### config.mk
export PLATFORM = sky130hd
export DESIGN_NAME = product_accumulator_flat
export DESIGN_NICKNAME = d
export VERILOG_FILES = /design/src/rtl/product_acc_pkg.sv /design/src/rtl/product_accumulator_if.sv /design/src/rtl/product_accumulator.sv /design/src/flat_wrapper.sv
export SDC_FILE = /design/constraint.sdc
export NUM_CORES = 1
export LEC_CHECK = 0
export CORE_MARGIN = 3
export CORE_UTILIZATION = 40
export DETAILED_ROUTE_END_ITERATION = 10
export PLACE_DENSITY_LB_ADDON = 0.2
export SYNTH_ARGS = -nofsm -noshare
export SYNTH_HDL_FRONTEND = slang
export SYNTH_SLANG_ARGS = --single-unit
### constraint.sdc
create_clock -name clk -period 2.3 [get_ports clk]
set_clock_uncertainty 0.05 [all_clocks]
set_input_delay 0.69 -clock clk [delete_from_list [all_inputs] [get_ports clk]]
set_output_delay 0.69 -clock clk [all_outputs]
set_load 0.05 [all_outputs]
### src/rtl/product_acc_pkg.sv
`default_nettype none
// ============================================================================
// Module      : product_acc_pkg
// Description : Shared types and constants for the product accumulator.
//               ACC_W     - accumulator width (sum of up to 255 8-bit products)
//               DATA_W    - width of one product / one output byte
//               CNT_W     - width of the per-result product counter
//               acc_state_t - ACCUM / SEND_LO / SEND_HI control states
// Revision    : 1.0 - initial release
// ============================================================================
package product_acc_pkg;

    localparam int ACC_W  = 16;
    localparam int DATA_W = 8;
    localparam int CNT_W  = 8;

    typedef enum logic [1:0] {
        ACCUM   = 2'd0,
        SEND_LO = 2'd1,
        SEND_HI = 2'd2
    } acc_state_t;

endpackage : product_acc_pkg
`default_nettype wire

### src/rtl/product_accumulator_if.sv
`default_nettype none
// ============================================================================
// Module      : product_accumulator_if
// Description : Bundle of the accumulator's data-path and control signals.
//               master : upstream/downstream side (drives ena, clear, input
//                        stream and out_ready)
//               slave  : the accumulator (drives in_ready and output stream)
//               Signals: ena, clear, in_data[7:0], in_valid, in_ready,
//                        out_data[7:0], out_hi, out_valid, out_ready
// Revision    : 1.0 - initial release
// ============================================================================
interface product_accumulator_if;
    import product_acc_pkg::*;

    logic              ena;
    logic              clear;
    logic [DATA_W-1:0] in_data;
    logic              in_valid;
    logic              in_ready;
    logic [DATA_W-1:0] out_data;
    logic              out_hi;
    logic              out_valid;
    logic              out_ready;

    modport master (
        output ena,
        output clear,
        output in_data,
        output in_valid,
        input  in_ready,
        input  out_data,
        input  out_hi,
        input  out_valid,
        output out_ready
    );

    modport slave (
        input  ena,
        input  clear,
        input  in_data,
        input  in_valid,
        output in_ready,
        output out_data,
        output out_hi,
        output out_valid,
        input  out_ready
    );

endinterface : product_accumulator_if
`default_nettype wire

### src/rtl/product_accumulator.sv
`default_nettype none
// ============================================================================
// Module      : product_accumulator
// Description : Sums DEPTH unsigned 8-bit products into a 16-bit result and
//               returns it as two byte beats (low byte, then high byte) over
//               a valid/ready stream. No new product is accepted until the
//               high byte has been taken.
//               Params : DEPTH (1..255) products per result
//               Ports  : clk   - clock, rising edge
//                        rst_n - asynchronous active-low reset
//                        bus   - product_accumulator_if.slave
//                                (ena, clear, in_*, out_*)
// Revision    : 1.0 - initial release
// ============================================================================
module product_accumulator
    import product_acc_pkg::*;
#(
    parameter int DEPTH = 4
) (
    input  wire logic             clk,
    input  wire logic             rst_n,
    product_accumulator_if.slave  bus
);

    localparam logic [CNT_W-1:0] c_last = CNT_W'(DEPTH - 1);

    acc_state_t        r_state;
    logic [ACC_W-1:0]  r_acc;
    logic [CNT_W-1:0]  r_cnt;

    logic              w_in_ready;
    logic              w_in_xfer;
    logic              w_out_valid;
    logic              w_out_xfer;
    logic [DATA_W-1:0] w_out_data;
    logic              w_out_hi;

    // Handshake qualifiers: ena gates both directions so a disabled block
    // neither accepts nor offers data.
    assign w_in_ready  = bus.ena && (r_state == ACCUM);
    assign w_out_valid = bus.ena && (r_state != ACCUM);
    assign w_in_xfer   = bus.in_valid && w_in_ready;
    assign w_out_xfer  = w_out_valid && bus.out_ready;

    // Output byte is a pure function of the registered state and sum, so it
    // stays stable under backpressure without extra holding registers.
    always_comb begin
        w_out_data = '0;
        w_out_hi   = 1'b0;
        case (r_state)
            SEND_LO: begin
                w_out_data = r_acc[DATA_W-1:0];
                w_out_hi   = 1'b0;
            end
            SEND_HI: begin
                w_out_data = r_acc[ACC_W-1:DATA_W];
                w_out_hi   = 1'b1;
            end
            default: begin
                w_out_data = '0;
                w_out_hi   = 1'b0;
            end
        endcase
    end

    always_ff @(posedge clk or negedge rst_n) begin
        if (!rst_n) begin
            r_state <= ACCUM;
            r_acc   <= '0;
            r_cnt   <= '0;
        end else if (bus.ena) begin
            if (bus.clear) begin
                // Abort wins over any concurrent handshake on this edge.
                r_state <= ACCUM;
                r_acc   <= '0;
                r_cnt   <= '0;
            end else begin
                case (r_state)
                    ACCUM: begin
                        if (w_in_xfer) begin
                            r_acc <= r_acc + {{(ACC_W-DATA_W){1'b0}}, bus.in_data};
                            r_cnt <= r_cnt + 1'b1;
                            // Last product is folded in on the same edge that
                            // hands over to the output phase.
                            if (r_cnt == c_last) begin
                                r_state <= SEND_LO;
                            end
                        end
                    end
                    SEND_LO: begin
                        if (w_out_xfer) begin
                            r_state <= SEND_HI;
                        end
                    end
                    SEND_HI: begin
                        if (w_out_xfer) begin
                            r_state <= ACCUM;
                            r_acc   <= '0;
                            r_cnt   <= '0;
                        end
                    end
                    default: begin
                        r_state <= ACCUM;
                        r_acc   <= '0;
                        r_cnt   <= '0;
                    end
                endcase
            end
        end
    end

    assign bus.in_ready  = w_in_ready;
    assign bus.out_valid = w_out_valid;
    assign bus.out_data  = w_out_data;
    assign bus.out_hi    = w_out_hi;

endmodule : product_accumulator
`default_nettype wire

### src/flat_wrapper.sv
// flat-port wrapper written by rule: the top's interface ports become plain ports
module product_accumulator_flat import product_acc_pkg::*;
#(
    parameter int DEPTH = 4
)
  (clk, rst_n, bus_ena, bus_clear, bus_in_data, bus_in_valid, bus_in_ready, bus_out_data, bus_out_hi, bus_out_valid, bus_out_ready);
  product_accumulator_if bus_i ();
  input  wire logic clk;
  input  wire logic rst_n;
  input wire logic [$bits(bus_i.ena)-1:0] bus_ena;
  input wire logic [$bits(bus_i.clear)-1:0] bus_clear;
  input wire logic [$bits(bus_i.in_data)-1:0] bus_in_data;
  input wire logic [$bits(bus_i.in_valid)-1:0] bus_in_valid;
  output wire logic [$bits(bus_i.in_ready)-1:0] bus_in_ready;
  output wire logic [$bits(bus_i.out_data)-1:0] bus_out_data;
  output wire logic [$bits(bus_i.out_hi)-1:0] bus_out_hi;
  output wire logic [$bits(bus_i.out_valid)-1:0] bus_out_valid;
  input wire logic [$bits(bus_i.out_ready)-1:0] bus_out_ready;
  assign bus_i.ena = bus_ena;
  assign bus_i.clear = bus_clear;
  assign bus_i.in_data = bus_in_data;
  assign bus_i.in_valid = bus_in_valid;
  assign bus_in_ready = bus_i.in_ready;
  assign bus_out_data = bus_i.out_data;
  assign bus_out_hi = bus_i.out_hi;
  assign bus_out_valid = bus_i.out_valid;
  assign bus_i.out_ready = bus_out_ready;
  product_accumulator #(.DEPTH(DEPTH)) u_core (.clk(clk), .rst_n(rst_n), .bus(bus_i));
endmodule
==> metrics.cfg <==
[outcome]
status = completed

[sta]
worstMarginPinSlew_ns = 0.3597
clock.fmax_ghz = 0.4375
finalHoldViolCount = 0
fin_crit_ns = 2.286
finalCritPeriodShare_pct = 99.38
slew_viol_final = 0
grt_setup_unrepaired = true
setup_ws_ns = 0.01431
setup_viol = 0
holdWs_ns = 0.4636
max-slew-margin-rel_pct = 76.02

[global_routing]
grt_pass1_vias = 1716
overflow = 0
grt_use_met3_pct = 2.052
grt_pass1_wl_um = 8059
grt_usage_pct = 19.14
grt_use_met1_pct = 24.53
gr-max-usage-layer = met2
antenna_found_initial = 0
grtUsageMet2_pct = 34.26
grt_max_degree = 27

[clock_network]
cts_sinks = 26
cts_hold_buf = 0
cts_root_buf = clkbuf_8
clk_latency_ns = 0.28
cts.clk_slew.worst_paths_ns = 0.10
cts_buffers = 3
h-tree-depth = 1
clockBufferDepth = 2
cts_tree = built

[setup_path]
start_kind = register
worst_path_max_delay_cell = dfrtp_1
end_kind = output pin
crit_buf_inv = 2
crit_arrival_ns = 1.55
cp-startpoint = u_core.r_state[1]
required_ns = 1.56
critPathKind = register to output pin
cp_max_fo = 9
crit_family = flip-flops
crit_chain = inv_2, ha_4, a22oi_1, nor2b_4, buf_12
critPathMaxStageDelay_ns = 0.43
timing.rr.start = u_core.r_state[1]

[final_layout]
drive_gt1_share_pct = 38.67
mostFrequentLayoutCell = buf_4
stdcell_count = 306
fin_util_pct = 68.49
layout_common_cells = buf_4 (37), dfrtp_1 (26), nand2_1 (20), buf_12 (11), ha_4 (10)
area_growth_pct = 57.73
fillCellCount = 315
n_antenna_cell = 0
final_nets = 285
fin_area_um2 = 2858

[synth]
yosysSeqAreaShare_pct = 35.91
syn_nets = 227
yosys_warnings = 0
ys.flop_type = dfrtp_1
ys_ff_latch = 26
synthXorXnorAreaFrac_pct = 2.901
syn_inst = 199
synth-simple-area-share_pct = 20.86
syn_avg_cell_area_um2 = 9.104
synth_mux_area_share_pct = 1.105
synth_top_family_by_area = compound AO/OA/AOI/OAI gates
synth_area_um2 = 1812
synth_cell_types = 41
synthAdderAreaFrac_pct = 10.08
async_reset_ff_share_pct = 100.0
synth_compound_area_share_pct = 25.28
synth_edf_count = 0

[routing]
antenna_left = 0
drt_pass1_iterations = 4
route.detailed.drc = 0
vias_per_cell = 5.775
drt_wl_total_um = 5002
drt_iter0_markers = 50
wl_per_cell_um = 16.35
via_count = 1767

[floorplan]
fp.dieW_um = 73.30
dieHeight_um = 73.30
core_area_um2 = 4173
die-area_um2 = 5373
initial_core_util_pct = 43.42
ios = 25
rows = 23

[pwr]
p_comb_share_pct = 62.9
clkPwrFrac_pct = 13.8
ir_drop_v = 0.0005900
pwr-share-seq_pct = 23.3
p_leak_nw = 1.272
swShare_pct = 40.70
intPower_w = 0.001692
power_density_nw_per_um2 = 998.2
p_switching_w = 0.001161

[min_path]
hold_path.class = register to register
min_from = u_core.r_cnt[0]

[place]
place_ws_ns = -0.5951
port_buffers = 24
dp_hpwl_um = 3351
placed_area_um2 = 2494
gp_congestion = 0.8528
placed_cells = 292

[flow_run]
max-cap-violations = 0

[sequential cells by signal, indices dropped and copies added, names as in the netlist]
name,flops
u_core.r_acc,16
u_core.r_state,2
u_core.r_cnt,8
[power groups by stage]
stage | logic [W] | clock network (W) | registers, W
global placement | 0.00143 | 0 | 0.000636
detailed placement | 0.00145 | 0 | 0.000638
CTS | 0.00162 | 0.000404 | 0.000646
floorplan | 0.000934 | 0 | 0.000608
global route | 0.00194 | 0.000413 | 0.000675
finish | 0.00180 | 0.000394 | 0.000663
[path summary, 6_finish.rpt]
kind	endpoint	slack [ns]	cells after the start
hold / removal	u_core.r_cnt[0]	0.46	1
min in group asynchronous	u_core.r_state[0]	0.74	2
max in group asynchronous	u_core.r_state[1]	1.19	2
hold reg to reg	u_core.r_cnt[0]	0.46	1
setup reg to reg	u_core.r_cnt[6]	0.18	9
setup / recovery	bus_out_data[7]	0.01	5
[metal layers]
metal  wire length, um  part of all wire, %
met5                 0                    0
met4                55                  1.1
met3               143                  2.9
met2              2619                   52
met1              2183                   44
[repair_timing]
| item | 4_1_cts | 5_1_grt |
|---|---|---|
| resized for setup | 22 | 22 |
| buffers inserted | 6 | 5 |
| pin swaps | 12 | 15 |
| cloned | 0 | 0 |
| hold endpoints to repair | 0 | 0 |
| endpoints found under the setup margin | 19 | 18 |
[worst reg2reg max path, delay by kind of cell, from the launching register on]
| kind | cells | cell delay [ns] |
|---|---|---|
| flip-flops | 1 | 0.43 |
| buffers and inverters | 4 | 0.60 |
| AND/OR/NAND/NOR | 1 | 0.15 |
| adder cells (fa/ha/maj) | 1 | 0.23 |
| AO/OA/AOI/OAI | 3 | 0.55 |
[cells by family (layout without fill, tap and decap cells)]
group,count (synthesis),in the layout
muxes,2,2
AOI/OAI and AO/OA,63,63
xor gates and xnor gates,6,6
DFF,26,26
buffers and inverters,17,74
and+or+nand+nor,71,71
adders and majority gates,14,14
[layout make-up]
class / instances / area, um2 / area share, %
clock buffer: 3 / 41.29 / 1.445
multi-input combinational: 156 / 1404 / 49.12
tap: 50 / 62.56 / 2.189
sequential: 26 / 650.6 / 22.77
clock inverter: 1 / 30.03 / 1.051
inverter: 8 / 30.03 / 1.051
timing repair buffer: 62 / 639.4 / 22.37
[cells in the mapped netlist, drive strengths merged, types with 4 or more instances]
library cell	n	share of area [%]
inv	8	1.7
xor2	5	2.4
dfrtp	26	36
nand2	20	4.1
buf	5	1.4
ha	13	9.0
a21oi	6	1.7
o21ai	13	3.8
a22oi	8	3.3
nor2	5	1.0
a211o	4	1.9
nor2b	10	3.5
clkbuf	4	0.83
a21o	6	2.5
a31oi	4	1.4
and3	4	1.5
nand3	8	2.2
o211ai	4	1.7
nor4	5	1.7
nand2b	9	3.1
o31ai	9	3.7
[through the flow]
stage / power [W] / setup TNS, ns
5_1_grt: 0.003024 / -0.1728
2_1_floorplan: 0.001542 / 0
3_3_place_gp: 0.002067 / -4.887
3_5_place_dp: 0.002086 / -5.445
6_report: 0.002853 / 0
4_1_cts: 0.002666 / -0.03155
Power figures use the tool's default switching activity.
